==> src/rtl/wb_arbiter_if.sv <==
`default_nettype none
// ============================================================================
//  Module      : wb_arbiter_if
//  Description : Writeback bus bundle: EX and LSU producer handshakes plus the
//                register file write port driven by the arbiter.
//  Revision    : 1.0 - initial release
// ============================================================================
interface wb_arbiter_if #(
    parameter int ADDR_W = 5,
    parameter int DATA_W = 32
);
    logic              ex_valid;
    logic [ADDR_W-1:0] ex_waddr;
    logic [DATA_W-1:0] ex_wdata;
    logic              ex_ready;

    logic              lsu_valid;
    logic [ADDR_W-1:0] lsu_waddr;
    logic [DATA_W-1:0] lsu_wdata;
    logic              lsu_ready;

    logic [ADDR_W-1:0] rd_waddr;
    logic [DATA_W-1:0] rd_wdata;
    logic              wen;

    // Arbiter side
    modport slave (
        input  ex_valid, ex_waddr, ex_wdata,
        output ex_ready,
        input  lsu_valid, lsu_waddr, lsu_wdata,
        output lsu_ready,
        output rd_waddr, rd_wdata, wen
    );

    // Producer / register-file side
    modport master (
        output ex_valid, ex_waddr, ex_wdata,
        input  ex_ready,
        output lsu_valid, lsu_waddr, lsu_wdata,
        input  lsu_ready,
        input  rd_waddr, rd_wdata, wen
    );
endinterface
`default_nettype wire

==> src/rtl/wb_arbiter.sv <==
`default_nettype none
// ============================================================================
//  Module      : wb_arbiter
//  Description : Shares the register file write port between EX and LSU.
//                LSU has priority; define WB_STARVE_GUARD_EN to compile in
//                the EX starvation guard (forced EX win after STARVE_MAX).
//  Revision    : 1.0 - initial release
// ============================================================================
module wb_arbiter #(
    parameter int ADDR_W     = 5,
    parameter int DATA_W     = 32,
    parameter int STARVE_MAX = 3
) (
    input  wire logic       clk,
    input  wire logic       rstn,
    wb_arbiter_if.slave     bus
);

    logic              w_ex_grant;
    logic              w_lsu_grant;
    logic              w_force_ex;
    logic              w_grant;
    logic [ADDR_W-1:0] w_sel_waddr;
    logic [DATA_W-1:0] w_sel_wdata;

    logic              r_wen;
    logic [ADDR_W-1:0] r_rd_waddr;
    logic [DATA_W-1:0] r_rd_wdata;

`ifdef WB_STARVE_GUARD_EN
    localparam logic [3:0] C_STARVE_MAX = 4'(STARVE_MAX);

    logic [3:0] r_starve_cnt;

    assign w_force_ex = (r_starve_cnt == C_STARVE_MAX);

    // EX is granted at the latest when the count hits C_STARVE_MAX, so the
    // counter can never advance past it and needs no saturation.
    always_ff @(posedge clk) begin
        if (!rstn) begin
            r_starve_cnt <= 4'd0;
        end else if (bus.ex_valid && !w_ex_grant) begin
            r_starve_cnt <= r_starve_cnt + 4'd1;
        end else begin
            r_starve_cnt <= 4'd0;
        end
    end
`else
    logic w_unused_starve_max;

    assign w_force_ex          = 1'b0;
    assign w_unused_starve_max = (STARVE_MAX > 0);
`endif

    always_comb begin
        w_ex_grant  = 1'b0;
        w_lsu_grant = 1'b0;
        if (rstn) begin
            w_ex_grant  = bus.ex_valid && (!bus.lsu_valid || w_force_ex);
            w_lsu_grant = bus.lsu_valid && !w_ex_grant;
        end
    end

    assign w_grant     = w_ex_grant || w_lsu_grant;
    assign w_sel_waddr = w_ex_grant ? bus.ex_waddr : bus.lsu_waddr;
    assign w_sel_wdata = w_ex_grant ? bus.ex_wdata : bus.lsu_wdata;

    // x0 transfers are still captured into the address/data registers but
    // never raise the write enable.
    always_ff @(posedge clk) begin
        if (!rstn) begin
            r_wen      <= 1'b0;
            r_rd_waddr <= '0;
            r_rd_wdata <= '0;
        end else if (w_grant) begin
            r_wen      <= (w_sel_waddr != '0);
            r_rd_waddr <= w_sel_waddr;
            r_rd_wdata <= w_sel_wdata;
        end else begin
            r_wen      <= 1'b0;
        end
    end

    assign bus.ex_ready  = w_ex_grant;
    assign bus.lsu_ready = w_lsu_grant;
    assign bus.wen       = r_wen;
    assign bus.rd_waddr  = r_rd_waddr;
    assign bus.rd_wdata  = r_rd_wdata;

    a_one_grant : assert property (@(posedge clk) !(w_ex_grant && w_lsu_grant));

endmodule
`default_nettype wire

==> src/flat_wrapper.sv <==
// flat-port wrapper written by rule: the top's interface ports become plain ports
module wb_arbiter_flat 
#(
    parameter int ADDR_W     = 5,
    parameter int DATA_W     = 32,
    parameter int STARVE_MAX = 3
)
  (clk, rstn, bus_ex_valid, bus_ex_waddr, bus_ex_wdata, bus_ex_ready, bus_lsu_valid, bus_lsu_waddr, bus_lsu_wdata, bus_lsu_ready, bus_rd_waddr, bus_rd_wdata, bus_wen);
  wb_arbiter_if #(.ADDR_W(ADDR_W), .DATA_W(DATA_W)) bus_i ();
  input  wire logic clk;
  input  wire logic rstn;
  input wire logic [$bits(bus_i.ex_valid)-1:0] bus_ex_valid;
  input wire logic [$bits(bus_i.ex_waddr)-1:0] bus_ex_waddr;
  input wire logic [$bits(bus_i.ex_wdata)-1:0] bus_ex_wdata;
  output wire logic [$bits(bus_i.ex_ready)-1:0] bus_ex_ready;
  input wire logic [$bits(bus_i.lsu_valid)-1:0] bus_lsu_valid;
  input wire logic [$bits(bus_i.lsu_waddr)-1:0] bus_lsu_waddr;
  input wire logic [$bits(bus_i.lsu_wdata)-1:0] bus_lsu_wdata;
  output wire logic [$bits(bus_i.lsu_ready)-1:0] bus_lsu_ready;
  output wire logic [$bits(bus_i.rd_waddr)-1:0] bus_rd_waddr;
  output wire logic [$bits(bus_i.rd_wdata)-1:0] bus_rd_wdata;
  output wire logic [$bits(bus_i.wen)-1:0] bus_wen;
  assign bus_i.ex_valid = bus_ex_valid;
  assign bus_i.ex_waddr = bus_ex_waddr;
  assign bus_i.ex_wdata = bus_ex_wdata;
  assign bus_ex_ready = bus_i.ex_ready;
  assign bus_i.lsu_valid = bus_lsu_valid;
  assign bus_i.lsu_waddr = bus_lsu_waddr;
  assign bus_i.lsu_wdata = bus_lsu_wdata;
  assign bus_lsu_ready = bus_i.lsu_ready;
  assign bus_rd_waddr = bus_i.rd_waddr;
  assign bus_rd_wdata = bus_i.rd_wdata;
  assign bus_wen = bus_i.wen;
  wb_arbiter #(.ADDR_W(ADDR_W), .DATA_W(DATA_W), .STARVE_MAX(STARVE_MAX)) u_core (.clk(clk), .rstn(rstn), .bus(bus_i));
endmodule
==> config.mk <==
export PLATFORM = sky130hd
export DESIGN_NAME = wb_arbiter_flat
export DESIGN_NICKNAME = d
export VERILOG_FILES = /design/src/rtl/wb_arbiter_if.sv /design/src/rtl/wb_arbiter.sv /design/src/flat_wrapper.sv
export SDC_FILE = /design/constraint.sdc
export NUM_CORES = 1
export LEC_CHECK = 0
export ABC_CLOCK_PERIOD_IN_PS = 1200
export BUFFER_PORTS_ARGS = -buffer_cell sky130_fd_sc_hd__buf_2
export CORE_MARGIN = 5
export CORE_UTILIZATION = 40
export DETAILED_ROUTE_END_ITERATION = 6
export GPL_ROUTABILITY_DRIVEN = 1
export PLACE_DENSITY = 0.76
export SETUP_SLACK_MARGIN = 0.1
export SYNTH_ARGS = -nofsm -noshare
export SYNTH_HDL_FRONTEND = slang
export SYNTH_SLANG_ARGS = --single-unit
export TNS_END_PERCENT = 1
==> constraint.sdc <==
create_clock -name clk -period 1.2 [get_ports clk]
set_clock_uncertainty 0.1 [all_clocks]
set_input_delay 0.06 -clock clk [delete_from_list [all_inputs] [get_ports clk]]
set_output_delay 0.06 -clock clk [all_outputs]
set_load 0.03 [all_outputs]
Yosys cells after proc, flatten, opt, wreduce, memory -nomap -nowiden
Index checks and enable logic that the tools add are counted.
Widths: inputs -> output; s select.
- flip-flop bits (word level): 38
- latch bits: 0
- RAM bits: 0
- memory bits (read-only): 0
- bits of input ports: 78
- logic and storage cells: 14
- memories kept: 0
- add/subtract/negate cells: 0
- $mul: 0
- divide/modulo/power cells: 0
- $lt $le $gt $ge: 0
- eq/ne operators: 0
- shift-type cells: 0
- multiplexer cells: 4
- bitwise logic cells: 0
- reductions and logical operators: 7
- operator list (cell ; number):
    $mux 32 ; 1
    $mux 5 ; 1
    $reduce_bool 5->1 ; 1
    $logic_and 1x1->1 ; 2
    $logic_not 1->1 ; 2
    $mux 1 ; 2
    $reduce_and 2->1 ; 1
    $logic_or 1x1->1 ; 1

Longest topological paths before layout
- depth after elaboration: 7
- depth in mapped cells: 5

Least setup slack after synthesis
No wires, ideal clock.
- kind: input port to output port
- from: input bus_ex_valid
- to: output bus_ex_ready
- arrival: 838 ps
- data required time: 1040 ps
- path slack: 202 ps
- cell stages on the path: 4
- buffers on the path: 2
- cell sequence: buf_6 > buf_8 > nand2_1 > nor2_1
- longest elaborated chain between the ends: 2
- RTL lines (what ; line ; RTL):
    from (decl) ; flat_wrapper.sv:12 ; input wire logic [$bits(bus_i.ex_valid)-1:0] bus_ex_valid;
    $logic_and 1x1->1 ; wb_arbiter.sv:59 ; w_ex_grant = bus.ex_valid && (!bus.lsu_valid || w_force_ex);
    $mux 1 ; wb_arbiter.sv:58 ; if (rstn) begin
    to (decl) ; flat_wrapper.sv:15 ; output wire logic [$bits(bus_i.ex_ready)-1:0] bus_ex_ready;
Every way passes these cells.

Final worst setup path
- from: register u_core.r_rd_wdata[13] (netlist: u_core.bus.rd_wdata[13])
- to: output bus_rd_wdata[13]
- RTL lines (what ; line ; RTL):
    from (decl) ; wb_arbiter.sv:28 ; logic [DATA_W-1:0] r_rd_wdata;
    from (signal assigned) ; wb_arbiter.sv:78 ; r_rd_wdata <= w_sel_wdata;
    to (decl) ; flat_wrapper.sv:21 ; output wire logic [$bits(bus_i.rd_wdata)-1:0] bus_rd_wdata;
No word-level cell between the ends.

==> run metrics <==
Sw Share=28.5%; pwr dens=1040 nW/um2; synthesized instance count=210; Clk pwr share=26.4%; P&R area growth vs syn=56.8%; area share of the largest cell type after synthesis=41.5%; Wirelength per Cell=12.4 um; Die W=77.7 um; Yosys cell types=14; PnR worst setup slack=0.212 ns; Initial Utilization=41.5%; first-pass GRT wire length=8180 um; post-cts sizing count=0; largest net degree at the start of global routing=41; Critical Setup Path Class=reg -> out; number of buffers created by CTS=5; Pleak=1.49 nW; final setup violating endpoints=0; status=complete, but fails checks; Worst path top cell family by delay=flip-flops; routability cong.=0.733; Comb power frac=27.0%; Port-buffer cells=117; fmax=1010 MHz; clock period minus worst slack=0.988 ns; P_int=2.13 mW; setup bufs post-CTS=0; post-route antenna net violation count=0; Place WS=0.0871 ns; drt first pass iters=4; crit start category=register; # clock sinks=38; crit-path cells=buf_2; WP data required=1.04 ns; Seq/Total Area, Yosys=41.5%; worst-margin pin slew=0.161 ns; CTS H-tree depth=2; CP Capture Type=output port; clk root buf=clkbuf_8; MaxCap Viol Count=0; synth top area cells=dfxtp_1, mux2i_1, and2_1; layout cells sized above 1=36.0%; crit path DAT=0.83 ns; fin crit share=82.3%; average size of a mapped cell=8.73 um2; setup TNS=0 ns; Rows=24; DR iter-0 viols=82; n_diodes=0; routed wire length=5060 um; vias in the first global route=1,865; CTS tree=done; unrepaired setup endpoints after global routing=no; final non-filler cell total=408; Max Transition Viols Final=0; Skew-Pair Late Insertion Delay=0.28 ns; P_sw=0.847 mW; Mapped Area=1830 um2; fin util=65.1%; WHS=-0.00153 ns; critical path's slowest cell=dfxtp_1; min-delay worst type=in -> reg; Clock Path Buffers=2; Max IR drop VDD=601 uV; Seq pwr share=46.6%; Layout Nets=434; commonest non-fill, non-tap cell in the layout=buf_2; GRT Overall Usage=16.3%; Clock transition at path regs=0.07 ns; Hold-fix buffers, CTS=32; Total Power=2.98 mW; Crit path largest cell delay=0.35 ns; placed cell count=369; DR vias=1,883; gr ovfl total=0; via/cell ratio=4.62; most frequent cells in the layout=buf_2, nand2_1, and2_1, dfxtp_1, mux2i_1; full die area=6040 um2; FF+latch count, synth=38; # IOs=118; Synthesized Nets=288; antenna violations before repair=0; die height=77.7 um; number of buffers and inverters on the critical path=1; hpwl dp=3590 um; DR DRC count=0; Crit Path Max Fanout=2; max_slew headroom=89.0%; final hold violation count=1; Synth Warn #=0; leading area contributor after synthesis=dfxtp_1; failing checks=hold timing; core area=4410 um2
synth_stat cells (all sizes together):
cell    count
and2       38
buf         8
clkbuf      8
dfxtp      38
mux2i      37
nand2      38
nor2        2
o21ai      38
o31ai       1
or4         2
power groups by stage:
stage                     logic [mW]  clock network, mW  registers, mW
after detailed placement       0.726                  0           1.41
final                          0.804              0.785           1.39
after global routing           0.878              0.867           1.40
after CTS                      0.807              0.829           1.39
after floorplan                0.289                  0           1.58
after global placement         0.714                  0           1.41
worst paths after layout:
check / slack (ns) / endpoint / startpoint / cells past startpoint
min reg2reg: 0.54 / u_core.bus.rd_wdata[7]$_SDFFE_PN0P_ / u_core.bus.rd_wdata[7]$_SDFFE_PN0P_ / 3
max: 0.21 / bus_rd_wdata[13] / u_core.bus.rd_wdata[13]$_SDFFE_PN0P_ / 1
min: -0.002 / u_core.bus.wen$_SDFF_PN0_ / bus_lsu_waddr[2] / 4
max reg2reg: 0.30 / u_core.bus.rd_wdata[6]$_SDFFE_PN0P_ / u_core.bus.rd_wdata[6]$_SDFFE_PN0P_ / 3
routing by layer:
metal  routed length (um)  vias up  track usage (%)
met3                  461       13             4.75
met4                  123        0             6.53
met5                    0        -                0
li1                     -      990                -
met1                 1930      809             17.6
met2                 2550       71             29.6
metrics by stage:
step / hold WS (ns) / instance area, um2
after floorplan: 0.0864 / 1830
after global placement: 0.198 / 2480
after detailed placement: 0.207 / 2480
after CTS: -0.0137 / 2870
after global routing: 0.00328 / 2870
final: -0.00153 / 2870
logic make-up after synthesis:
| family | Yosys count | share of synthesized area [%] |
|---|---|---|
| AO/OA/AOI/OAI | 39 | 10.8 |
| buffers and inverters | 16 | 5.53 |
| flip-flops | 38 | 41.5 |
| multiplexers | 37 | 20.2 |
| AND/OR/NAND/NOR | 80 | 22.0 |
state kept, by name (all words and copies together), names as in the netlist:
signal and cells:
u_core.bus.rd_waddr 5, u_core.bus.rd_wdata 32, u_core.bus.wen 1
layout make-up:
class	count	area [um2]
sequential	38	761
tap	52	65.1
timing repair buffer	155	1000
multi-input combinational	156	971
fill	365	1540
clock buffer	7	76.3
No activity file was read; power rests on OpenSTA's default activity.
